`config.mk`:
```
export PLATFORM = sky130hd
export DESIGN_NAME = tl_ul_bram_responder
export DESIGN_NICKNAME = d
export VERILOG_FILES = /design/src/rtl/tl_ul_bram_responder.sv
export SDC_FILE = /design/constraint.sdc
export NUM_CORES = 1
export LEC_CHECK = 0
export ABC_CLOCK_PERIOD_IN_PS = 1300
export BUFFER_PORTS_ARGS = -buffer_cell sky130_fd_sc_hd__buf_2
export CAP_MARGIN = 20
export CORE_ASPECT_RATIO = 0.9
export CORE_MARGIN = 4
export CORE_UTILIZATION = 35
export DETAILED_ROUTE_END_ITERATION = 8
export PLACE_DENSITY = 0.86
export SLEW_MARGIN = 10
export SYNTH_ARGS = -nofsm -noshare
export SYNTH_HDL_FRONTEND = slang
export SYNTH_SLANG_ARGS = --single-unit
```
`constraint.sdc`:
```
create_clock -name clk_i -period 1.3 [get_ports clk_i]
set_input_delay 0.195 -clock clk_i [delete_from_list [all_inputs] [get_ports clk_i]]
set_output_delay 0.195 -clock clk_i [all_outputs]
set_load 0.05 [all_outputs]
```
`src/rtl/tl_ul_bram_responder.sv`:
```
// tl_ul_bram_responder: TL-UL slave for a 512x32 byte-masked BRAM, one request in flight.
module tl_ul_bram_responder #(
  parameter int SOURCE_W = 4
) (
  input  logic                clk_i,
  input  logic                rst_i,
  input  logic                a_valid_i,
  output logic                a_ready_o,
  input  logic [2:0]          a_opcode_i,
  input  logic [2:0]          a_param_i,
  input  logic [1:0]          a_size_i,
  input  logic [SOURCE_W-1:0] a_source_i,
  input  logic [10:0]         a_address_i,
  input  logic [3:0]          a_mask_i,
  input  logic [31:0]         a_data_i,
  output logic                d_valid_o,
  input  logic                d_ready_i,
  output logic [2:0]          d_opcode_o,
  output logic [1:0]          d_param_o,
  output logic [1:0]          d_size_o,
  output logic [SOURCE_W-1:0] d_source_o,
  output logic                d_denied_o,
  output logic                d_corrupt_o,
  output logic [31:0]         d_data_o,
  output logic [8:0]          bram_rd_addr_o,
  input  logic [31:0]         bram_rd_data_i,
  output logic                bram_wr_en_o,
  output logic [8:0]          bram_wr_addr_o,
  output logic [31:0]         bram_wr_data_o,
  output logic [3:0]          bram_wr_bm_o
);
  typedef enum logic [1:0] {IDLE, RD, RESP} state_t;
  state_t               r_state;
  logic                 r_d_valid;
  logic [2:0]           r_d_opcode;
  logic [1:0]           r_d_size;
  logic [SOURCE_W-1:0]  r_d_source;
  logic                 r_d_denied;
  logic                 r_d_corrupt;
  logic [31:0]          r_d_data;
  logic                 w_fire;
  logic                 w_put;
  logic                 w_illegal;
  logic                 w_unused;
  assign w_unused       = &{1'b0, a_param_i, a_address_i[1:0]};
  assign a_ready_o      = (r_state == IDLE) | ((r_state == RESP) & d_ready_i);
  assign w_fire         = a_valid_i & a_ready_o;
  assign w_put          = (a_opcode_i == 3'd0) | (a_opcode_i == 3'd1);
  assign w_illegal      = !(w_put | (a_opcode_i == 3'd4)) | (a_size_i == 2'd3);
  assign bram_rd_addr_o = a_address_i[10:2];
  assign bram_wr_addr_o = a_address_i[10:2];
  assign bram_wr_data_o = a_data_i;
  assign bram_wr_bm_o   = a_mask_i;
  assign bram_wr_en_o   = w_fire & w_put & !w_illegal;
  assign d_valid_o      = r_d_valid;
  assign d_opcode_o     = r_d_opcode;
  assign d_param_o      = 2'd0;
  assign d_size_o       = r_d_size;
  assign d_source_o     = r_d_source;
  assign d_denied_o     = r_d_denied;
  assign d_corrupt_o    = r_d_corrupt;
  assign d_data_o       = r_d_data;
  always_ff @(posedge clk_i or posedge rst_i) begin
    if (rst_i) begin
      r_state     <= IDLE;
      r_d_valid   <= 1'b0;
      r_d_opcode  <= 3'd0;
      r_d_size    <= 2'd0;
      r_d_source  <= '0;
      r_d_denied  <= 1'b0;
      r_d_corrupt <= 1'b0;
      r_d_data    <= 32'd0;
    end else if (w_fire) begin
      r_d_source <= a_source_i;
      r_d_size   <= a_size_i;
      if (w_illegal) begin
        // unsupported opcodes with bit 2 set look like reads, so answer with corrupt data
        r_state     <= RESP;
        r_d_valid   <= 1'b1;
        r_d_denied  <= 1'b1;
        r_d_opcode  <= a_opcode_i[2] ? 3'd1 : 3'd0;
        r_d_corrupt <= a_opcode_i[2];
        r_d_data    <= 32'd0;
      end else if (w_put) begin
        r_state     <= RESP;
        r_d_valid   <= 1'b1;
        r_d_denied  <= 1'b0;
        r_d_opcode  <= 3'd0;
        r_d_corrupt <= 1'b0;
        r_d_data    <= 32'd0;
      end else begin
        r_state   <= RD;
        r_d_valid <= 1'b0;
      end
    end else if (r_state == RD) begin
      r_state     <= RESP;
      r_d_valid   <= 1'b1;
      r_d_opcode  <= 3'd1;
      r_d_denied  <= 1'b0;
      r_d_corrupt <= 1'b0;
      r_d_data    <= bram_rd_data_i;
    end else if ((r_state == RESP) & d_ready_i) begin
      r_state   <= IDLE;
      r_d_valid <= 1'b0;
    end
  end
endmodule

```
==> results of run 1 <==
-- worst max-delay path, stage by stage (launching register included) --
cell       delay [ns]
dfrtp_1          0.43
nor2b_4          0.16
nand2_4          0.07
a2111oi_4        0.21
buf_6            0.21
-- layout make-up --
| class | instances | area share [%] |
|---|---|---|
| clock buffer | 6 | 2.68 |
| inverter | 1 | 0.122 |
| multi-input combinational | 132 | 28.1 |
| timing repair buffer | 122 | 29.4 |
| tap | 87 | 3.53 |
| sequential | 43 | 35.0 |
| clock inverter | 2 | 1.26 |
-- Yosys cell counts (all sizes together) --
library cell / count / area, um^2
mux2: 6 / 67.6
o22ai: 1 / 6.26
nor2: 4 / 15.0
o211a: 1 / 17.5
nand2b: 3 / 18.8
dfrtp: 43 / 1080
a32oi: 1 / 8.76
nand2: 68 / 255
clkbuf: 7 / 26.3
nor3: 1 / 5.00
a221oi: 1 / 8.76
a31oi: 1 / 6.26
inv: 1 / 3.75
a2111oi: 1 / 8.76
nor2b: 3 / 18.8
o21ai: 36 / 293
a221o: 1 / 11.3
conb: 1 / 3.75
buf: 62 / 474
-- cells in the final DEF, fill, tap and decap left out, types with 2 or more instances in the layout --
cell type	instances
buf_12	7
buf_16	2
buf_2	86
buf_4	14
buf_6	9
buf_8	2
clkbuf_8	6
conb_1	4
dfrtp_1	42
mux2_4	6
nand2_1	67
nand2b_4	3
nor2_1	2
nor2_4	2
nor2b_4	3
o21ai_0	6
o21ai_2	30
-- flip-flops by register name, summed over array words and instances (netlist names) --
register,cells
d_data_o,32
d_corrupt_o,1
d_denied_o,1
r_state,2
d_source_o,4
d_size_o,2
d_opcode_o,1
-- routing by layer --
| layer | wire [um] | up-vias | track usage [%] |
|---|---|---|---|
| met5 | 0 | - | 0 |
| met4 | 78 | 0 | 4.20 |
| met3 | 474 | 16 | 4.43 |
| met2 | 2860 | 76 | 24.2 |
| met1 | 2280 | 884 | 16.7 |
| li1 | - | 850 | - |
-- what timing repair did --
item,4_1_cts,5_1_grt
resized for setup,21,13
pin swaps,4,2
hold buffers,1,0
gates cloned,3,1
setup buffers,9,1
setup endpoints to repair,37,44
endpoints found under the hold margin,14,0
-- cells by family after synthesis --
family,count (synthesis)
flip-flops,43
AND/OR/NAND/NOR,79
buffers and inverters,70
other,1
AO/OA/AOI/OAI,43
multiplexers,6
-- worst min-delay path by stage --
| stage | startpoint | end | slack [ns] | cells after the start |
|---|---|---|---|---|
| finish | bram_rd_data_i[30] | d_data_o[30] | 0.1 | 3 |
| global route | bram_rd_data_i[30] | d_data_o[30] | 0.09 | 3 |
| CTS | bram_rd_data_i[21] | d_data_o[21] | 0.09 | 3 |
| detailed placement | rst_i | d_data_o[8] | 0.19 | 2 |
| global placement | rst_i | d_data_o[8] | 0.18 | 2 |
| floorplan | bram_rd_data_i[24] | d_data_o[24] | 0.31 | 2 |
-- power breakdown --
part	internal [W]	total [W]	switching, W
registers	0.00169	0.00188	0.000195
logic	0.000932	0.00294	0.00201
clock network	0.000632	0.00111	0.000476
total	0.00325	0.00593	0.00268
-- stage by stage --
stage	setup WS (ns)	hold slack [ns]	area [um^2]	setup TNS, ns	power (W)
CTS	-0.273	0.0873	3020	-4.40	0.00590
finish	-0.272	0.0968	3080	-6.24	0.00593
detailed placement	-0.137	0.193	2630	-4.23	0.00452
global placement	-0.102	0.181	2630	-3.20	0.00446
global route	-0.347	0.0947	3080	-8.51	0.00624
floorplan	-0.309	0.312	2400	-0.875	0.00428
==> results.md, run 1 <==
- Chip height: 85.3 um
- Fin util: 49.0%
- Starting Density: 37.0%
- Core ar.: 6280 um^2
- CP Capture Type: output port
- Terminus of the critical flop-to-flop path: d_size_o[1]
- Vias in the first global route: 1887
- Initial antenna violation count: 0
- Status: finished, violations left
- Synth Area in Adders: 0%
- Root Driver: clkbuf_8
- Reg2Reg Launch Point: r_state[0]
- Wire length per cell: 14.5 um
- Crit Path Max Fanout: 2
- Fin nets: 400
- ANT nets after route: 0
- Worst Slack Setup Final: -0.272 ns
- Ports: 197
- CTS tree: built
- GR Overflow Total: 0
- Portion of netlist area occupied by mux cells: 2.91%
- MaxCap Viol Count: 0
- Die area: ~8000 um^2
- Initial drt markers: 36
- N_diodes: 0
- Pleak: approximately 1.6 nW
- Synth Area in XOR/XNOR: 0%
- CP arrival: 1.38 ns
- Max Transition Viols Final: 0
- Clock tree sinks: 43
- Final setup viols: 42
- CTS H-tree lvls: 2
- Vias per inst: 4.65
- Worst setup path end: bram_wr_en_o
- Final worst-path cycle share: 121%
- Area added between synthesis and finish: 32.5%
- Pwr Density: 1920 nW/um^2
- Worst setup path start: r_state[0]
- RSZ-0062 raised after global routing: true
- Minimum clock period: approximately 1.6 ns
- Synth Area per Inst: 9.61 um^2
- Yosys warning count: 0
- Failing checks: setup timing
- Crit path launch type: flip-flop
- Final Hold Vio Count: 0
- Seq/Total Area, Yosys: 46.3%
- Reg2Reg Setup Slack: -0.24 ns
- Die W: 93.9 um
- Total track usage: 14.0%
- Fmax: 636 MHz
- Synth Area in Compound Gates: 15.5%
- Fin cells: 393
- Hpwl dp: 3930 um
- Worst VDD drop: 915 uV
- Drt drc: 0
- WL final: approximately 5700 um
- Cell Area, Synth: 2320 um^2
- Number of port buffers: 88
- Skew-Pair Late Insertion Delay: about 0.29 ns
- Largest net degree at the start of global routing: 30
- Clock transition at the registers of the reported paths: 0.09 ns
- CP required: 1.11 ns
- Syn Inst Count: 242
- Min-delay worst type: in -> reg
- CTS Buffer Depth: 2
- Num rows: 27
- Main combinational cell family by area after synthesis: buffers and inverters
- Synth unique cells: 22
- Pre-Repair DR Iteration Count: 4
- Gpl congestion: between 0.7 and 0.8
- Storage element area: 1080 um^2
- Multi-input gate area: 865 um^2
- Simple-Gate Fraction of Synth Area: 13.5%
- First-pass GRT wire length: approximately 9000 um
- Register bit total from synthesis: 43
- Crit Path Class: reg -> out
- Fillers: slightly above 600
- Post-placement cell count: 371
- Number of buffers created by CTS: 5
- Worst Skew: 0.0133 ns
- R2R cell count: 5
- DR vias: 1826
- Share of cells above drive strength 1: 58.5%
Note: power is estimated with default switching activity, not from simulation.
==> run 2: changes to the inputs <==
--- a/config.mk
+++ b/config.mk
@@ -12,7 +12,9 @@
 export CORE_MARGIN = 4
 export CORE_UTILIZATION = 35
 export DETAILED_ROUTE_END_ITERATION = 8
+export MAX_ROUTING_LAYER = met4
 export PLACE_DENSITY = 0.86
+export SETUP_SLACK_MARGIN = 0.1
 export SLEW_MARGIN = 10
 export SYNTH_ARGS = -nofsm -noshare
 export SYNTH_HDL_FRONTEND = slang
==> run 2 against run 1 <==
The flow still finishes with violations (setup timing). Count of clock-buffer cells in the layout did not move. Final area decreased by 0.53%. Maximum frequency rose by 1.3%. Non-clock buffer count is 1 higher. Clock power is 23% lower. Cell count unchanged. Critical path depth did not move. First-iteration DRC count grew 67%. Clock skew decreased by 0.0066 ns. Setup slack improved by 0.021 ns. Sequential cell count unchanged. Global-route usage increased by 0.28 points. Critical path type unchanged. Largest cell class unchanged. Largest power group unchanged. Highest routed layer unchanged.
==> results.md, run 2 (synthesized netlist as in run 1, its figures left out) <==
- Vias per inst: 4.56
- Comb power frac: 52.2%
- Total track usage: 14.3%
- CTS Buffer Depth: 2
- Vias in the first global route: approximately 1.8k
- Most common cell after layout, fill and taps aside: buf_2
- Number of buffers created by CTS: 5
- Grt met3 use: 3.81%
- Fin cells: 393
- Pre-Repair DR Iteration Count: 4
- GRT met1 Usage: 17.7%
- Ports: approximately 200
- Total power: 0.00573 W
- Pleak: 1.56 nW
- CP arrival: approximately 1.4 ns
- Crit Path Max Fanout: 2
- Initial drt markers: 60
- First-pass GRT wire length: 8750 um
- Share of cells above drive strength 1: between 60% and 70%
- Core ar.: about 6300 um^2
- Grt met2 use: 22.2%
- Clock network power share: 15.0%
- Starting Density: 37.0%
- Post-placement cell count: 371
- Worst Skew: roughly 0.0066 ns
- Chip height: 85.3 um
- CTS H-tree lvls: 2
- Final worst-path cycle share: 119%
- Worst Slack Setup Final: -0.251 ns
- Worst VDD drop: 1240 uV
- Fmax: ~640 MHz
- Minimum clock period: 1.55 ns
- MaxCap Viol Count: 0
- Status: finished, violations left
- Commonest non-fill, non-tap cells in the layout: 85 x buf_2, 66 x nand2_1, 42 x dfrtp_1
- Area added between synthesis and finish: 31.8%
- Fin nets: 401
- RSZ-0062 raised after global routing: true
- GR Overflow Total: 0
- CP Capture Type: output port
- Drt drc: 0
- Global route hottest layer: met2
- WL final: 5670 um
- Power share of the sequential group: 32.8%
- Switching share of power: around 46%
- Num rows: 27
- Crit path launch type: flip-flop
- Initial antenna violation count: 0
- Fillers: roughly 580
- Crit Path Class: reg -> out
- ANT nets after route: 0
- Clock transition at the registers of the reported paths: around 0.08 ns
- Gpl congestion: 0.867
- CP max stage delay: 0.40 ns
- Largest net degree at the start of global routing: 44
- DR vias: between 1.5k and 2k
- Wire length per cell: 14.4 um
- N_diodes: 0
- Crit-path slowest cell: dfrtp_1
- Skew-Pair Late Insertion Delay: 0.29 ns
- Clock tree sinks: 43
- CP delay by family, top: flip-flops
- CP cell instances: nor2b_2, nand2_4, a2111oi_4, buf_6
- Root Driver: clkbuf_8
- Max Transition Viols Final: 0
- Die area: 8010 um^2
- CTS tree: built
- P_sw: 0.00266 W
- Final Hold Vio Count: 0
- Pint: 0.00307 W
- Die W: 93.9 um
- Number of port buffers: 88
- Sum of buffers and inverters on the critical path: 1
- Min-delay worst type: in -> reg
- Max FFs per register: 32
- Pwr Density: ~1900 nW/um^2
- Failing checks: setup timing
- Hpwl dp: 3800 um
- Final setup viols: 25
- CP required: 1.11 ns
==> run 2: per-stage QoR <==
stage                     utilization [%]  instance area, um^2  TNS, ns  hold slack, ns  worst slack (ns)
final                                48.8                 3060    -1.77          0.0948            -0.251
after global routing                 48.8                 3060    -4.00          0.0811            -0.345
after CTS                            46.1                 2900    -2.73          0.0855            -0.301
after detailed placement             41.9                 2630    -1.96           0.260            -0.137
after global placement               41.9                 2630    -1.29           0.246            -0.110
after floorplan                         -                 2420   -0.937           0.312            -0.309
==> run 2: final cells by class <==
| cell class | instances | area (um^2) | area share, % |
|---|---|---|---|
| clock buffers | 6 | 82.6 | 2.69 |
| clock inverters | 1 | 5.00 | 0.163 |
| inverters | 1 | 3.75 | 0.122 |
| multi-input cells | 132 | 890 | 29.0 |
| flip-flops and latches | 43 | 1080 | 35.2 |
| well taps | 87 | 109 | 3.55 |
| repair buffers | 123 | 897 | 29.3 |
==> run 2: final timing paths <==
kind                       depth (start not counted)               start             to  slack (ns)
setup / recovery                                   4          r_state[0]   bram_wr_en_o       -0.25
hold / removal                                     3  bram_rd_data_i[31]   d_data_o[31]        0.09
setup reg to reg                                   5          r_state[0]    d_size_o[1]       -0.07
hold reg to reg                                    1       d_source_o[2]  d_source_o[2]        0.51
max in group asynchronous                          4               rst_i     r_state[1]        0.60
min in group asynchronous                          4               rst_i    d_data_o[1]        0.47
==> run 2: power groups by stage <==
stage / clock network (W) / logic, W / registers, W
after global placement: 0 / 0.00258 / 0.00188
after global routing: 0.000974 / 0.00316 / 0.00193
after CTS: 0.000910 / 0.00280 / 0.00188
final: 0.000860 / 0.00299 / 0.00188
after floorplan: 0 / 0.00116 / 0.00313
after detailed placement: 0 / 0.00262 / 0.00190
==> run 2: per-layer routing <==
layer  vias up  routed length [um]  part of all wire, %
li1        844                   -                    -
met4         0                 104                  1.8
met2        73                2710                   48
met3        24                 420                  7.4
met5         -                   0                    0
met1       851                2440                   43
==> run 2: tightest hold or removal path, delay by kind of cell <==
| family | cells | cell delay, ns |
|---|---|---|
| buf+inv | 1 | 0.07 |
| compound gates | 1 | 0.04 |
| simple gates | 1 | 0.05 |
==> run 2: repair_timing <==
action | 4_1_cts | 5_1_grt
gates cloned | 3 | 2
hold endpoints to repair | 43 | 0
pin swaps | 10 | 28
setup buffers | 7 | 6
gates resized for setup | 16 | 28
setup endpoints to repair | 44 | 45
hold buffers | 1 | 0
==> run 3: changes to the inputs <==
--- a/config.mk
+++ b/config.mk
@@ -14,7 +14,7 @@
 export DETAILED_ROUTE_END_ITERATION = 8
 export MAX_ROUTING_LAYER = met4
 export PLACE_DENSITY = 0.86
-export SETUP_SLACK_MARGIN = 0.1
+export SETUP_SLACK_MARGIN = 0.5
 export SLEW_MARGIN = 10
 export SYNTH_ARGS = -nofsm -noshare
 export SYNTH_HDL_FRONTEND = slang
==> run 3 against run 2 <==
The flow finishes with violations (hold timing, setup timing). Global-route usage is 0.72 points higher. Count of clock-buffer cells in the layout stayed put. Non-clock buffer count is 13 higher. First-iteration DRC count stayed put. Critical endpoint unchanged. Largest cell class is now non-clock buffers. Largest power group unchanged.
==> results.md, run 3 (synthesized netlist as in run 1, its figures left out) <==
- Status: finished, violations left
- Failing checks: hold timing, setup timing
- Ports: 197
- Die W: 93.9 um
- CTS H-tree lvls: 2
- CP Capture Type: output port
- Fin nets: between 400 and 500
- Pre-Repair DR Iteration Count: 4
- MaxCap Viol Count: 0
- CTS tree: built
- Max Transition Viols Final: 0
- CP required: between 1 and 1.5 ns
- Final Hold Vio Count: 16
- Dpl cell area: ~2600 um^2
- Final TNS setup: -3.62 ns
- Pwr Density: 1930 nW/um^2
- Crit Path Max Fanout: 2
- Wire length per cell: 14.7 um
- CP delay by family, top: flip-flops
- Initial drt markers: 60
- Clock tree sinks: 43
- Worst VDD drop: 1360 uV
- Number of port buffers: between 80 and 90
- Sum of buffers and inverters on the critical path: 1
- Core ar.: 6280 um^2
- Hold slack: -0.114 ns
- Crit-path slowest cell: dfrtp_2
- Fin cells: 407
- ANT nets after route: 0
- CP cell instances: nor2b_4, nand2_4, a2111oi_4, buf_6
- Setup WS pre-CTS: -0.127 ns
- Area added between synthesis and finish: 46.0%
- Vias in the first global route: 1875
- Final setup viols: 43
- CP arrival: 1.35 ns
- Worst Slack Setup Final: -0.242 ns
- WL final: 5990 um
- Root Driver: clkbuf_8
- Drt drc: 0
- RSZ-0062 raised after global routing: true
- Pleak: roughly 1.7 nW
- N_diodes: 0
- Minimum clock period: 1.54 ns
- DR vias: 1831
- Skew-Pair Late Insertion Delay: 0.29 ns
- Crit path launch type: flip-flop
- Share of cells above drive strength 1: between 60 and 70%
- Final worst-path cycle share: 119%
- Fillers: 556
- Total track usage: 15.0%
- Worst Skew: 0.00583 ns
- Number of buffers created by CTS: 5
- Fmax: approximately 650 MHz
- Starting Density: 37.0%
- Hpwl dp: around 3800 um
- Most common cell after layout, fill and taps aside: nand2_1
- Fin area: 3390 um^2
- First-pass GRT wire length: between 9000 and 10000 um
- Largest net degree at the start of global routing: 28
- Die area: 8010 um^2
- Gpl congestion: 0.819
- Num rows: 27
- Fin util: 54.0%
- Crit Path Class: reg -> out
- Post-placement cell count: ~370
- CTS Buffer Depth: 2
- Initial antenna violation count: 0
- Chip height: 85.3 um
- Clock transition at the registers of the reported paths: 0.08 ns
- GR Overflow Total: 0
- Max FFs per register: 32
- Min-delay worst type: in -> async
- CP max stage delay: 0.44 ns
- Vias per inst: 4.50
- Commonest non-fill, non-tap cells in the layout: 67 x nand2_1, 49 x buf_6, 45 x buf_2
-- run 3: cell types whose count changed in the layout (fill, tap and decap cells not counted), sizes merged --
cell,delta
buf,+15
dlygate4sd3,-1
inv,-1
bufinv,+1
clkinvlp,+1
clkbuf,-1
-- run 3: what timing repair did --
item / CTS / global route
cloned: 3 / 0
hold endpoints to repair: 16 / 16
gates resized for setup: 110 / 7
setup buffers: 10 / 14
pin swaps: 4 / 1
endpoints found under the setup margin: 87 / 87
-- run 3: worst reg2reg max path, delay by kind of cell, from the launching register on --
| family | cells | cell delay, ns |
|---|---|---|
| flops | 1 | 0.44 |
| simple gates | 2 | 0.38 |
| mux | 1 | 0.33 |
| buf+inv | 1 | 0.15 |
-- run 3: layer usage --
metal	track usage (%)	vias to the layer above	routed length, um
met5	-	-	0
met1	18.3	867	2530
met3	4.34	14	376
li1	-	882	-
met4	4.72	0	101
met2	24.1	68	2990
-- run 3: layout make-up --
class | count | area [um^2] | area share [%]
clock buffers | 6 | 82.6 | 2.43
clock inverters | 2 | 35.0 | 1.03
repair buffers | 136 | 1200 | 35.4
well taps | 87 | 109 | 3.21
inverters | 1 | 7.51 | 0.221
multi-input cells | 132 | 880 | 25.9
flip-flops and latches | 43 | 1080 | 31.8
-- run 3: metrics by stage --
step                      hold slack, ns  power [W]
after floorplan                    0.193    0.00430
after global placement             0.204    0.00447
after detailed placement           0.209    0.00454
after CTS                         -0.115    0.00643
after global routing              -0.104    0.00689
final                             -0.114    0.00657
-- run 3: final timing paths --
path                       slack [ns]            end  cells past startpoint          startpoint
setup / recovery                -0.24   bram_wr_en_o                      4          r_state[0]
hold / removal                  -0.11   d_data_o[23]                      2               rst_i
setup reg to reg                -0.11  d_source_o[3]                      4          r_state[0]
hold reg to reg                  0.54  d_source_o[3]                      1       d_source_o[3]
max in group asynchronous        0.95     r_state[0]                      3               rst_i
min in group clk_i               0.10   d_data_o[28]                      3  bram_rd_data_i[28]
-- run 3: power by group --
group | switching [W] | internal, W | leakage [nW]
Combinational | 0.00206 | 0.00146 | 1.05
Sequential | 0.000280 | 0.00169 | 0.556
Clock | 0.000458 | 0.000622 | 0.0612
Total | 0.00280 | 0.00377 | 1.67
